[src/rtl/led_status_sequencer.sv]
// Shares one status LED between four requesters: fixed-priority arbitration,
// then the winner's blink code (N pulses, then a gap) on a divided tick timebase.
module led_status_sequencer #(
    parameter int unsigned TICK_DIV  = 5_000_000,
    parameter int unsigned ON_TICKS  = 2,
    parameter int unsigned OFF_TICKS = 3,
    parameter int unsigned GAP_TICKS = 10
) (
    input  logic        clk,
    input  logic        rst,
    input  logic [3:0]  req,
    input  logic [15:0] code,
    output logic        led,
    output logic        busy,
    output logic [1:0]  grant_id,
    output logic        done
);

    typedef enum logic [1:0] {S_IDLE, S_ON, S_OFF, S_GAP} state_t;

    localparam logic [31:0] DIV_LAST = 32'(TICK_DIV - 1);
    localparam logic [7:0]  ON_LAST  = 8'(ON_TICKS - 1);
    localparam logic [7:0]  OFF_LAST = 8'(OFF_TICKS - 1);
    localparam logic [7:0]  GAP_LAST = 8'(GAP_TICKS - 1);

    state_t      state_q, state_d;
    logic [31:0] div_q, div_d;
    logic [7:0]  ph_q, ph_d;
    logic [3:0]  pulses_q, pulses_d;
    logic        led_q, led_d;
    logic [1:0]  grant_q, grant_d;
    logic        done_q, done_d;

    logic        tick;
    logic [3:0]  elig;
    logic        any_elig;
    logic [1:0]  win_id;
    logic [3:0]  win_code;
    logic        grant_now;

    always_comb begin
        tick  = (div_q == DIV_LAST);
        div_d = tick ? 32'd0 : div_q + 32'd1;
    end

    // A zero code masks its requester even while req is high.
    always_comb begin
        elig[0] = req[0] && (code[3:0]   != 4'd0);
        elig[1] = req[1] && (code[7:4]   != 4'd0);
        elig[2] = req[2] && (code[11:8]  != 4'd0);
        elig[3] = req[3] && (code[15:12] != 4'd0);
        any_elig = |elig;
        win_id   = 2'd0;
        win_code = 4'd0;
        if (elig[0]) begin
            win_id   = 2'd0;
            win_code = code[3:0];
        end else if (elig[1]) begin
            win_id   = 2'd1;
            win_code = code[7:4];
        end else if (elig[2]) begin
            win_id   = 2'd2;
            win_code = code[11:8];
        end else if (elig[3]) begin
            win_id   = 2'd3;
            win_code = code[15:12];
        end
    end

    always_comb begin
        state_d   = state_q;
        ph_d      = ph_q;
        pulses_d  = pulses_q;
        led_d     = led_q;
        grant_d   = grant_q;
        done_d    = 1'b0;
        grant_now = 1'b0;
        if (tick) begin
            case (state_q)
                S_IDLE: grant_now = any_elig;
                S_ON: begin
                    if (ph_q == ON_LAST) begin
                        led_d    = 1'b0;
                        pulses_d = pulses_q - 4'd1;
                        ph_d     = 8'd0;
                        state_d  = S_OFF;
                    end else begin
                        ph_d = ph_q + 8'd1;
                    end
                end
                S_OFF: begin
                    if (ph_q == OFF_LAST) begin
                        ph_d = 8'd0;
                        if (pulses_q == 4'd0) begin
                            state_d = S_GAP;
                        end else begin
                            led_d   = 1'b1;
                            state_d = S_ON;
                        end
                    end else begin
                        ph_d = ph_q + 8'd1;
                    end
                end
                S_GAP: begin
                    // Re-arbitrate on the closing tick so codes run back to back.
                    if (ph_q == GAP_LAST) begin
                        done_d    = 1'b1;
                        ph_d      = 8'd0;
                        grant_now = any_elig;
                        if (!any_elig) state_d = S_IDLE;
                    end else begin
                        ph_d = ph_q + 8'd1;
                    end
                end
                default: state_d = S_IDLE;
            endcase
        end
        if (grant_now) begin
            state_d  = S_ON;
            grant_d  = win_id;
            pulses_d = win_code;
            ph_d     = 8'd0;
            led_d    = 1'b1;
        end
    end

    always_ff @(posedge clk or posedge rst) begin
        if (rst) begin
            state_q  <= S_IDLE;
            div_q    <= 32'd0;
            ph_q     <= 8'd0;
            pulses_q <= 4'd0;
            led_q    <= 1'b0;
            grant_q  <= 2'd0;
            done_q   <= 1'b0;
        end else begin
            state_q  <= state_d;
            div_q    <= div_d;
            ph_q     <= ph_d;
            pulses_q <= pulses_d;
            led_q    <= led_d;
            grant_q  <= grant_d;
            done_q   <= done_d;
        end
    end

    assign led      = led_q;
    assign busy     = (state_q != S_IDLE);
    assign grant_id = grant_q;
    assign done     = done_q;

endmodule
[config.mk]
export PLATFORM = sky130hd
export DESIGN_NAME = led_status_sequencer
export DESIGN_NICKNAME = d
export VERILOG_FILES = /design/src/rtl/led_status_sequencer.sv
export SDC_FILE = /design/constraint.sdc
export NUM_CORES = 1
export LEC_CHECK = 0
export CORE_UTILIZATION = 60
export DETAILED_ROUTE_END_ITERATION = 10
export PLACE_DENSITY = 0.91
export SYNTH_ARGS = -nofsm -noshare
export SYNTH_HDL_FRONTEND = slang
export SYNTH_SLANG_ARGS = --single-unit
[constraint.sdc]
create_clock -name clk -period 3 [get_ports clk]
set_input_delay 0.9 -clock clk [delete_from_list [all_inputs] [get_ports clk]]
set_output_delay 0.9 -clock clk [all_outputs]
set_load 0.01 [all_outputs]
# Word-level counts from Yosys, hierarchy flattened
# Index checks and enable logic that the tools add are counted.
[word_totals] register_bits=50 in_bits=22 out_inout_bits=5 wordCells=82
[classes] add_sub_neg=3 eq_ne=12 n_mux=39 n_reduce_logical=21
[op_table] cell="$mux W8" n=5
[op_table] cell="$add A32 B1 Y32 const B" n=1
[op_table] cell="$eq A32 B23 Y1 const B" n=1
[op_table] cell="$mux W32" n=1
[op_table] cell="$mux W4" n=8
[op_table] cell="$pmux W8 S3" n=1
[op_table] cell="$mux W2" n=11
[op_table] cell="$reduce_bool A4 Y1" n=5
[op_table] cell="$ne A3 B3 Y1 const B" n=5
[op_table] cell="$mux W1" n=10
[op_table] cell="$add A8 B1 Y8 const B" n=1
[op_table] cell="$eq A8 B1 Y1 const B" n=1
[op_table] cell="$eq A8 B2 Y1 const B" n=1
[op_table] cell="$eq A8 B4 Y1 const B" n=1
[op_table] cell="$reduce_bool A2 Y1" n=4
[op_table] cell="$pmux W2 S3" n=1
[op_table] cell="$reduce_and A6 Y1" n=1
[op_table] cell="$reduce_and A5 Y1" n=1
[op_table] cell="$eq A2 B2 Y1 const B" n=2
[op_table] cell="$logic_and A1 B1 Y1" n=4
[op_table] cell="$logic_not A4 Y1" n=1
[op_table] cell="$pmux W1 S2" n=2
[op_table] cell="$reduce_or A4 Y1" n=1
[op_table] cell="$sub A4 B1 Y4 const B" n=1
[op_table] cell="5 further kinds" n=5

# Depth between registers and ports, before layout
# Gate-level depths: netlist of the first run.
[logic_depth] word_depth=8 mapped_depth=9 depth_no_buf=8

# Least setup slack after synthesis of the first run
# No wires, ideal clock.
[synth_path] kind="input -> register" startpoint="in code[12]" endpoint="reg ph_q[4]" t_arrival_ns=2.408 t_required_ns=2.908 setup_slack_ns=0.500 stages=6 cell_sequence="o41ai_1 > nand4_2 > o211ai_2 > nand2_2 > or3_4 > o31ai_2"
[synth_between] elab_chain_cells=8 word_cells_on_any_way=10 classes_between="mux (4); reduce/logical (6)"
[synth_rtl] element="start: declaration" line_no="12" text="input logic [15:0] code,"
[synth_rtl] element="$reduce_bool A4 Y1 (*)" line_no="51" text="elig[3] = req[3] && (code[15:12] != 4'd0);"
[synth_rtl] element="$logic_and A1 B1 Y1 (*)" line_no="51"
[synth_rtl] element="$reduce_or A4 Y1 (*)" line_no="52" text="any_elig = |elig;"
[synth_rtl] element="$mux W1" line_no="106" text="if (ph_q == GAP_LAST) begin"
[synth_rtl] element="$pmux W1 S2 (*)" line_no="79" text="case (state_q)"
[synth_rtl] element="$mux W1 (*)" line_no="78" text="if (tick) begin"
[synth_rtl] element="$reduce_bool A4 Y1 (no line) / $reduce_bool A2 Y1 (equally long branches)"
[synth_rtl] element="$reduce_and A2 Y1 (no line)"
[synth_rtl] element="end signal: assignment" line_no="139" text="ph_q <= ph_d;"
[synth_rtl] element="end: declaration" line_no="28" text="logic [7:0] ph_q, ph_d;"
# Mark *: on every way between the ends. The rest lies on a longest branch, timed or not.
# A chain may end at the register's enable or synchronous reset.

# Worst setup path after layout of the first run
[layout_path] startpoint="in code[4]" endpoint="reg ph_q[4]"
[layout_between] elab_chain_cells=8 word_cells_on_any_way=10 classes_between="mux (4); reduce/logical (6)"
[layout_rtl] element="$reduce_bool A4 Y1 (*)" line_no="49" text="elig[1] = req[1] && (code[7:4] != 4'd0);"
[layout_rtl] element="$logic_and A1 B1 Y1 (*)" line_no="49"
[layout_rtl] element="$reduce_or A4 Y1 (*)" line_no="52"
[layout_rtl] element="$mux W1" line_no="106"
[layout_rtl] element="$pmux W1 S2 (*)" line_no="79"
[layout_rtl] element="$mux W1 (*)" line_no="78"
[layout_rtl] element="$reduce_bool A4 Y1 (no line) / $reduce_bool A2 Y1 (equally long branches)"
[layout_rtl] element="$reduce_and A2 Y1 (no line)"
# Marks and branches as above.

==> flow_metrics.py, run 1 <==
metrics = {
    "cts": {
        "cts-resized-gates": 0,
        "cts_tree": "built",
        "clock-sinks": 50,
        "root_buffer": "clkbuf_8",
        "ctsHoldBuffers": 0,
        "clk_latency_ps": 300,
        "cts_setup_buffers": 0,
        "cts_buffers": 5,
        "clk_pin_slew_ps": 90,
        "h-tree-depth": 2,
        "clk_path_buf_depth": 2,
    },
    "die": {
        "num_rows": 25,
        "core_area_um2": 4750,
        "die-area_um2": 5260,
        "start_util_pct": 62.8,
        "die_h_um": 72.5,
        "ioPinCount": 27,
        "die_w_um": 72.5,
    },
    "routing": {
        "drtPass1Iterations": 4,
        "ant_nets": 0,
        "drtIter0Drc": 215,
        "vias_per_cell": 6.05,
        "drc": 0,
        "dr_total_vias": 2518,
        "routedWlPerCell_um": 15.5,
        "drt-total-wl_mm": 6.46,
    },
    "timing": {
        "rsz0062_at_grt": "false",
        "worst_pin_slew_ps": 680,
        "post-route-period-util_pct": 88.6,
        "skew_ps": 10.7,
        "holdWs_ps": 476,
        "hold_viol": 0,
        "tns_ps": 0,
        "maxSlewHeadroom_pct": 54.6,
        "maxSlewViolCount": 0,
        "fmax_ghz": 0.376,
        "period_needed_ps": 2660,
        "setup_viol": 0,
    },
    "yosys": {
        "synth_cell_type_count": 53,
        "ys_ff_latch": 50,
        "synth_common_cells": "dfrtp_1 (50), nand2_1 (29), nor2_1 (26)",
        "yosys.area.top_type": "dfrtp_1",
        "async_reset_ff_share_pct": 100,
        "seq_area_frac_synth_pct": 41.9,
        "syn-num-nets": 341,
        "yosys_most_used_dff": "dfrtp_1",
        "yosysMostFrequentCell": "dfrtp_1",
        "synth_top_cells_by_area": "dfrtp_1 (42%), xnor2_1 (4.7%), ha_1 (4.2%)",
        "synthCells": 309,
        "synth_top_area_share_pct": 41.9,
        "syn_area_um2": 2980,
        "synth.avg_cell_area_um2": 9.66,
        "synth_edf_count": 0,
        "synth_warnings": 0,
    },
    "grt": {
        "antenna_found_initial": 0,
        "grt_pass1_wl_mm": 11.2,
        "grt_overflow": 0,
        "grt_pass1_vias": 2485,
        "grt_max_degree": 35,
        "track_usage_pct": 27.3,
    },
    "setup_path": {
        "path_class": "in2reg",
        "start_kind": "primary input",
        "end_kind": "flip-flop",
        "r2r_setup_slack_ps": 630,
        "crit_fanout": 5,
        "crit_required_ps": 3210,
        "critPathArrivalTime_ps": 2870,
    },
    "power_and_ir_drop": {
        "p_per_area_nw_per_um2": 350,
        "power.leakage_nw": 1.54,
        "ir_drop_uv": 357,
    },
    "final_layout": {
        "drive_above_1_share_pct": 11.7,
        "fill_cells": 338,
        "insertedDiodeCount": 0,
        "multi_input_area_um2": 1660,
        "fin_nets": 380,
        "finish.instance_area_um2": 3520,
        "area_growth_pct": 18.0,
        "final-seq-area_um2": 1250,
    },
    "outcome": {
        "status": "finished clean",
    },
    "job": {
        "max_cap_violations": 0,
    },
    "hold_path": {
        "hp-class": "reg2reg",
    },
    "placement": {
        "dpl_cell_area_um2": 3410,
        "dpl.hpwl_mm": 4.87,
        "portBuffers": 26,
        "routabilityCongestion": 0.878,
    },
}
[metal layers]
metal / vias up / wire [um] / global-route usage, %
li1: 1199 / - / -
met1: 1241 / 2870 / 35.4
met2: 65 / 3300 / 46.6
met3: 13 / 210 / 4.86
met4: 0 / 85 / 8.71
met5: - / 0 / 0
[critical path: stages]
cell	delay [ps]
clkdlybuf4s50_1	460
o41ai_4	460
nand4_2	170
o211ai_2	130
nand2_2	80
or3_4	440
o31ai_2	220
[final cells by class]
| type | instances | area share, % |
|---|---|---|
| clock buffer | 5 | 1.95 |
| inverter | 11 | 1.17 |
| multi-input combinational | 239 | 47.1 |
| sequential | 50 | 35.5 |
| clock inverter | 3 | 1.24 |
| tap | 67 | 2.38 |
| timing repair buffer | 41 | 10.6 |
[kinds of logic (layout without fill, tap and decap cells)]
logic type | after synthesis | after routing | synth area share [%]
AOI/OAI and AO/OA | 60 | 60 | 16.3
xor gates and xnor gates | 30 | 30 | 8.80
adders and majority gates | 10 | 10 | 4.19
buffers and inverters | 20 | 60 | 2.60
DFF | 50 | 50 | 41.9
muxes | 2 | 2 | 0.713
and+or+nand+nor | 137 | 137 | 25.5
[path summary, 6_finish.rpt]
| kind | startpoint | to | depth (start not counted) |
|---|---|---|---|
| worst min register to register | div_q[31]$_DFF_PP0_ | div_q[31]$_DFF_PP0_ | 1 |
| worst max register to register | div_q[10]$_DFF_PP0_ | ph_q[4]$_DFFE_PP0P_ | 6 |
| worst min-delay path | div_q[31]$_DFF_PP0_ | div_q[31]$_DFF_PP0_ | 1 |
| worst max-delay path | code[4] | ph_q[4]$_DFFE_PP0P_ | 7 |
| min in group asynchronous | rst | div_q[11]$_DFF_PP0_ | 2 |
| max in group asynchronous | rst | div_q[8]$_DFF_PP0_ | 3 |
[sequential cells by signal, indices dropped and copies added (netlist names)]
| name | flops |
|---|---|
| div_q | 32 |
| ph_q | 8 |
| pulses_q | 4 |
| grant_id | 2 |
| state_q | 2 |
| done | 1 |
| led | 1 |
[layout by cell type, fill, tap and decap left out, drive strengths merged, types with 14 or more instances in the layout]
cell type / count
dfrtp: 50
nand2: 30
nor2: 26
clkdlybuf4s50: 26
nand3: 21
xnor2: 16
o21ai: 16
buf: 15
xor2: 14
[through the flow]
stage               util (%)  std cells  setup slack [ps]  total power [mW]
global placement        71.7        408              77.8             0.772
floorplan                  -        309               500             0.717
CTS                     74.1        416               345              1.24
finish                  74.1        416               343              1.23
global route            74.1        416               187              1.27
detailed placement      71.7        408              36.9             0.774
[power by group]
part | total, mW | switching, mW | internal, mW
Clock | 0.471 | 0.221 | 0.250
Combinational | 0.0874 | 0.0436 | 0.0437
Sequential | 0.673 | 0 | 0.673
(Power assumes the default switching activity.)
==> run 2, diff against run 1 <==
--- a/config.mk
+++ b/config.mk
@@ -6,6 +6,7 @@
 export NUM_CORES = 1
 export LEC_CHECK = 0
 export CORE_UTILIZATION = 60
+export CTS_BUF_LIST = sky130_fd_sc_hd__clkbuf_4
 export DETAILED_ROUTE_END_ITERATION = 10
 export PLACE_DENSITY = 0.91
 export SYNTH_ARGS = -nofsm -noshare
==> run 2 against run 1 <==
  * Routed wire length shrank 3.4%
  * Via count barely moved
  * Die area did not move
  * Clock power decreased by 18%
  * Design area shrank 0.89%
  * Combinational power is essentially flat
  * First-iteration DRC count fell by 12%
  * Critical path depth fell by 3
  * Worst setup slack better by 6.1 ps
  * Maximum frequency rose by 0.23%
  * Global-route usage down 1.1 points
==> flow_metrics.py, run 2 (synthesized netlist as in run 1, its figures left out) <==
metrics = {
    "cts": {
        "clk_pin_slew_ps": 150,
        "root_buffer": "clkbuf_4",
        "cts_buffers": 5,
        "cts-resized-gates": 0,
        "clock-sinks": 50,
        "cts_tree": "built",
        "clk_latency_ps": 360,
        "cts_setup_buffers": 0,
        "clk_path_buf_depth": 2,
        "h-tree-depth": 2,
        "ctsHoldBuffers": 0,
    },
    "timing": {
        "skew_ps": 16.9,
        "maxSlewHeadroom_pct": 54.5,
        "rsz0062_at_grt": "false",
        "tns_ps": 0,
        "period_needed_ps": 2650,
        "worst_pin_slew_ps": 681,
        "hold_viol": 0,
        "setup_viol": 0,
        "fmax_ghz": 0.377,
        "maxSlewViolCount": 0,
        "post-route-period-util_pct": 88.4,
    },
    "outcome": {
        "status": "finished clean",
    },
    "job": {
        "max_cap_violations": 0,
    },
    "final_layout": {
        "final_core_util_pct": 73.4,
        "insertedDiodeCount": 0,
        "final-seq-area_um2": 1250,
        "regMostFlops": "div_q",
        "final_common_cell": "dfrtp_1",
        "multi_input_area_um2": 1660,
        "drive_above_1_share_pct": 11.7,
        "largest_register_ffs": 32,
        "fill_cells": 341,
        "top_regs": "div_q (32), ph_q (8), pulses_q (4)",
        "fin_nets": 380,
        "final_cell_mix": "dfrtp_1 (50), nand2_1 (29), nor2_1 (26), clkdlybuf4s50_1 (26), nand3_1 (21)",
        "area_growth_pct": 17.0,
    },
    "setup_path": {
        "path_class": "reg2out",
        "end_kind": "output port",
        "r2r_setup_slack_ps": 610,
        "crit_fanout": 5,
        "timing.critical_path.mode_cell": "inv_1",
        "crit_required_ps": 2100,
        "start_kind": "flip-flop",
        "max_stage_delay_ps": 530,
        "critPathLaunch": "state_q[0]$_DFFE_PP0P_",
        "critPathArrivalTime_ps": 1750,
        "cp_slowest_cell": "clkdlybuf4s50_1",
        "cp.buffers_inverters": 3,
        "crit_chain": "inv_1 -> ha_1 -> inv_1 -> clkdlybuf4s50_1",
        "critical_path.top_delay_family": "buffers and inverters",
        "timing.rr.start": "div_q[6]$_DFF_PP0_",
    },
    "hold_path": {
        "min-delay-start": "div_q[31]$_DFF_PP0_",
        "hp-class": "reg2reg",
    },
    "routing": {
        "ant_nets": 0,
        "drt-total-wl_mm": 6.25,
        "vias_per_cell": 6.06,
        "drtPass1Iterations": 4,
        "dr_total_vias": 2519,
        "drc": 0,
        "drtIter0Drc": 190,
        "routedWlPerCell_um": 15.0,
    },
    "power_and_ir_drop": {
        "ir_drop_uv": 315,
        "p_per_area_nw_per_um2": 329,
        "power.leakage_nw": 1.53,
    },
    "die": {
        "num_rows": 25,
        "start_util_pct": 62.8,
        "ioPinCount": 27,
        "core_area_um2": 4750,
        "die_w_um": 72.5,
        "die-area_um2": 5260,
        "die_h_um": 72.5,
    },
    "grt": {
        "antenna_found_initial": 0,
        "grt_pass1_vias": 2469,
        "grt_max_degree": 35,
        "grt_pass1_wl_mm": 10.9,
        "track_usage_pct": 26.2,
        "grt_overflow": 0,
    },
    "placement": {
        "dpl.hpwl_mm": 4.87,
        "routabilityCongestion": 0.878,
        "portBuffers": 26,
    },
}
## run 2: cell types whose count changed in the layout (fill, tap and decap cells not counted)
| cell | previous run | this run |
|---|---|---|
| clkbuf_4 | 0 | 5 |
| clkbuf_8 | 5 | 0 |
## run 2: routing by layer
layer | up-vias | global-route usage, % | wire length, um
met4 | 0 | 6.10 | 88
li1 | 1201 | - | -
met3 | 18 | 4.58 | 280
met2 | 69 | 45.4 | 3170
met5 | - | 0 | 0
met1 | 1231 | 34.4 | 2710
## run 2: where the power goes
part	total, mW	switching, mW	internal, mW
Clock	0.385	0.208	0.177
Combinational	0.0877	0.0440	0.0437
Sequential	0.674	0	0.674
Total	1.15	0.252	0.895
## run 2: worst reg2reg max path: stages, from the launching register on
cell and delay, ps:
dfrtp_1 470, nor4_1 340, nand3_1 220, nor3_2 490
nand2_2 120, or3_4 440, o31ai_2 220
## run 2: final timing paths
kind	depth (start not counted)	end
min in group asynchronous	2	div_q[14]$_DFF_PP0_
worst min-delay path	1	div_q[31]$_DFF_PP0_
worst min register to register	1	div_q[31]$_DFF_PP0_
worst max-delay path	4	busy
max in group asynchronous	3	div_q[8]$_DFF_PP0_
worst max register to register	6	ph_q[4]$_DFFE_PP0P_
## run 2: through the flow
| step | area, um2 | hold WS, ps | setup WS [ps] | instances | total power [mW] |
|---|---|---|---|---|---|
| floorplan | 2980 | 439 | 500 | 309 | 0.717 |
| global placement | 3410 | 453 | 77.8 | 408 | 0.772 |
| detailed placement | 3410 | 461 | 36.9 | 408 | 0.774 |
| CTS | 3490 | 485 | 346 | 416 | 1.15 |
| global route | 3490 | 495 | 262 | 416 | 1.19 |
| finish | 3490 | 481 | 349 | 416 | 1.15 |
## run 2: area by class of cell
type | instances | share of cell area, %
inverters | 11 | 1.18
well taps | 67 | 2.40
clock buffers | 5 | 1.08
multi-input cells | 239 | 47.6
clock inverters | 3 | 1.25
flip-flops and latches | 50 | 35.8
repair buffers | 41 | 10.7
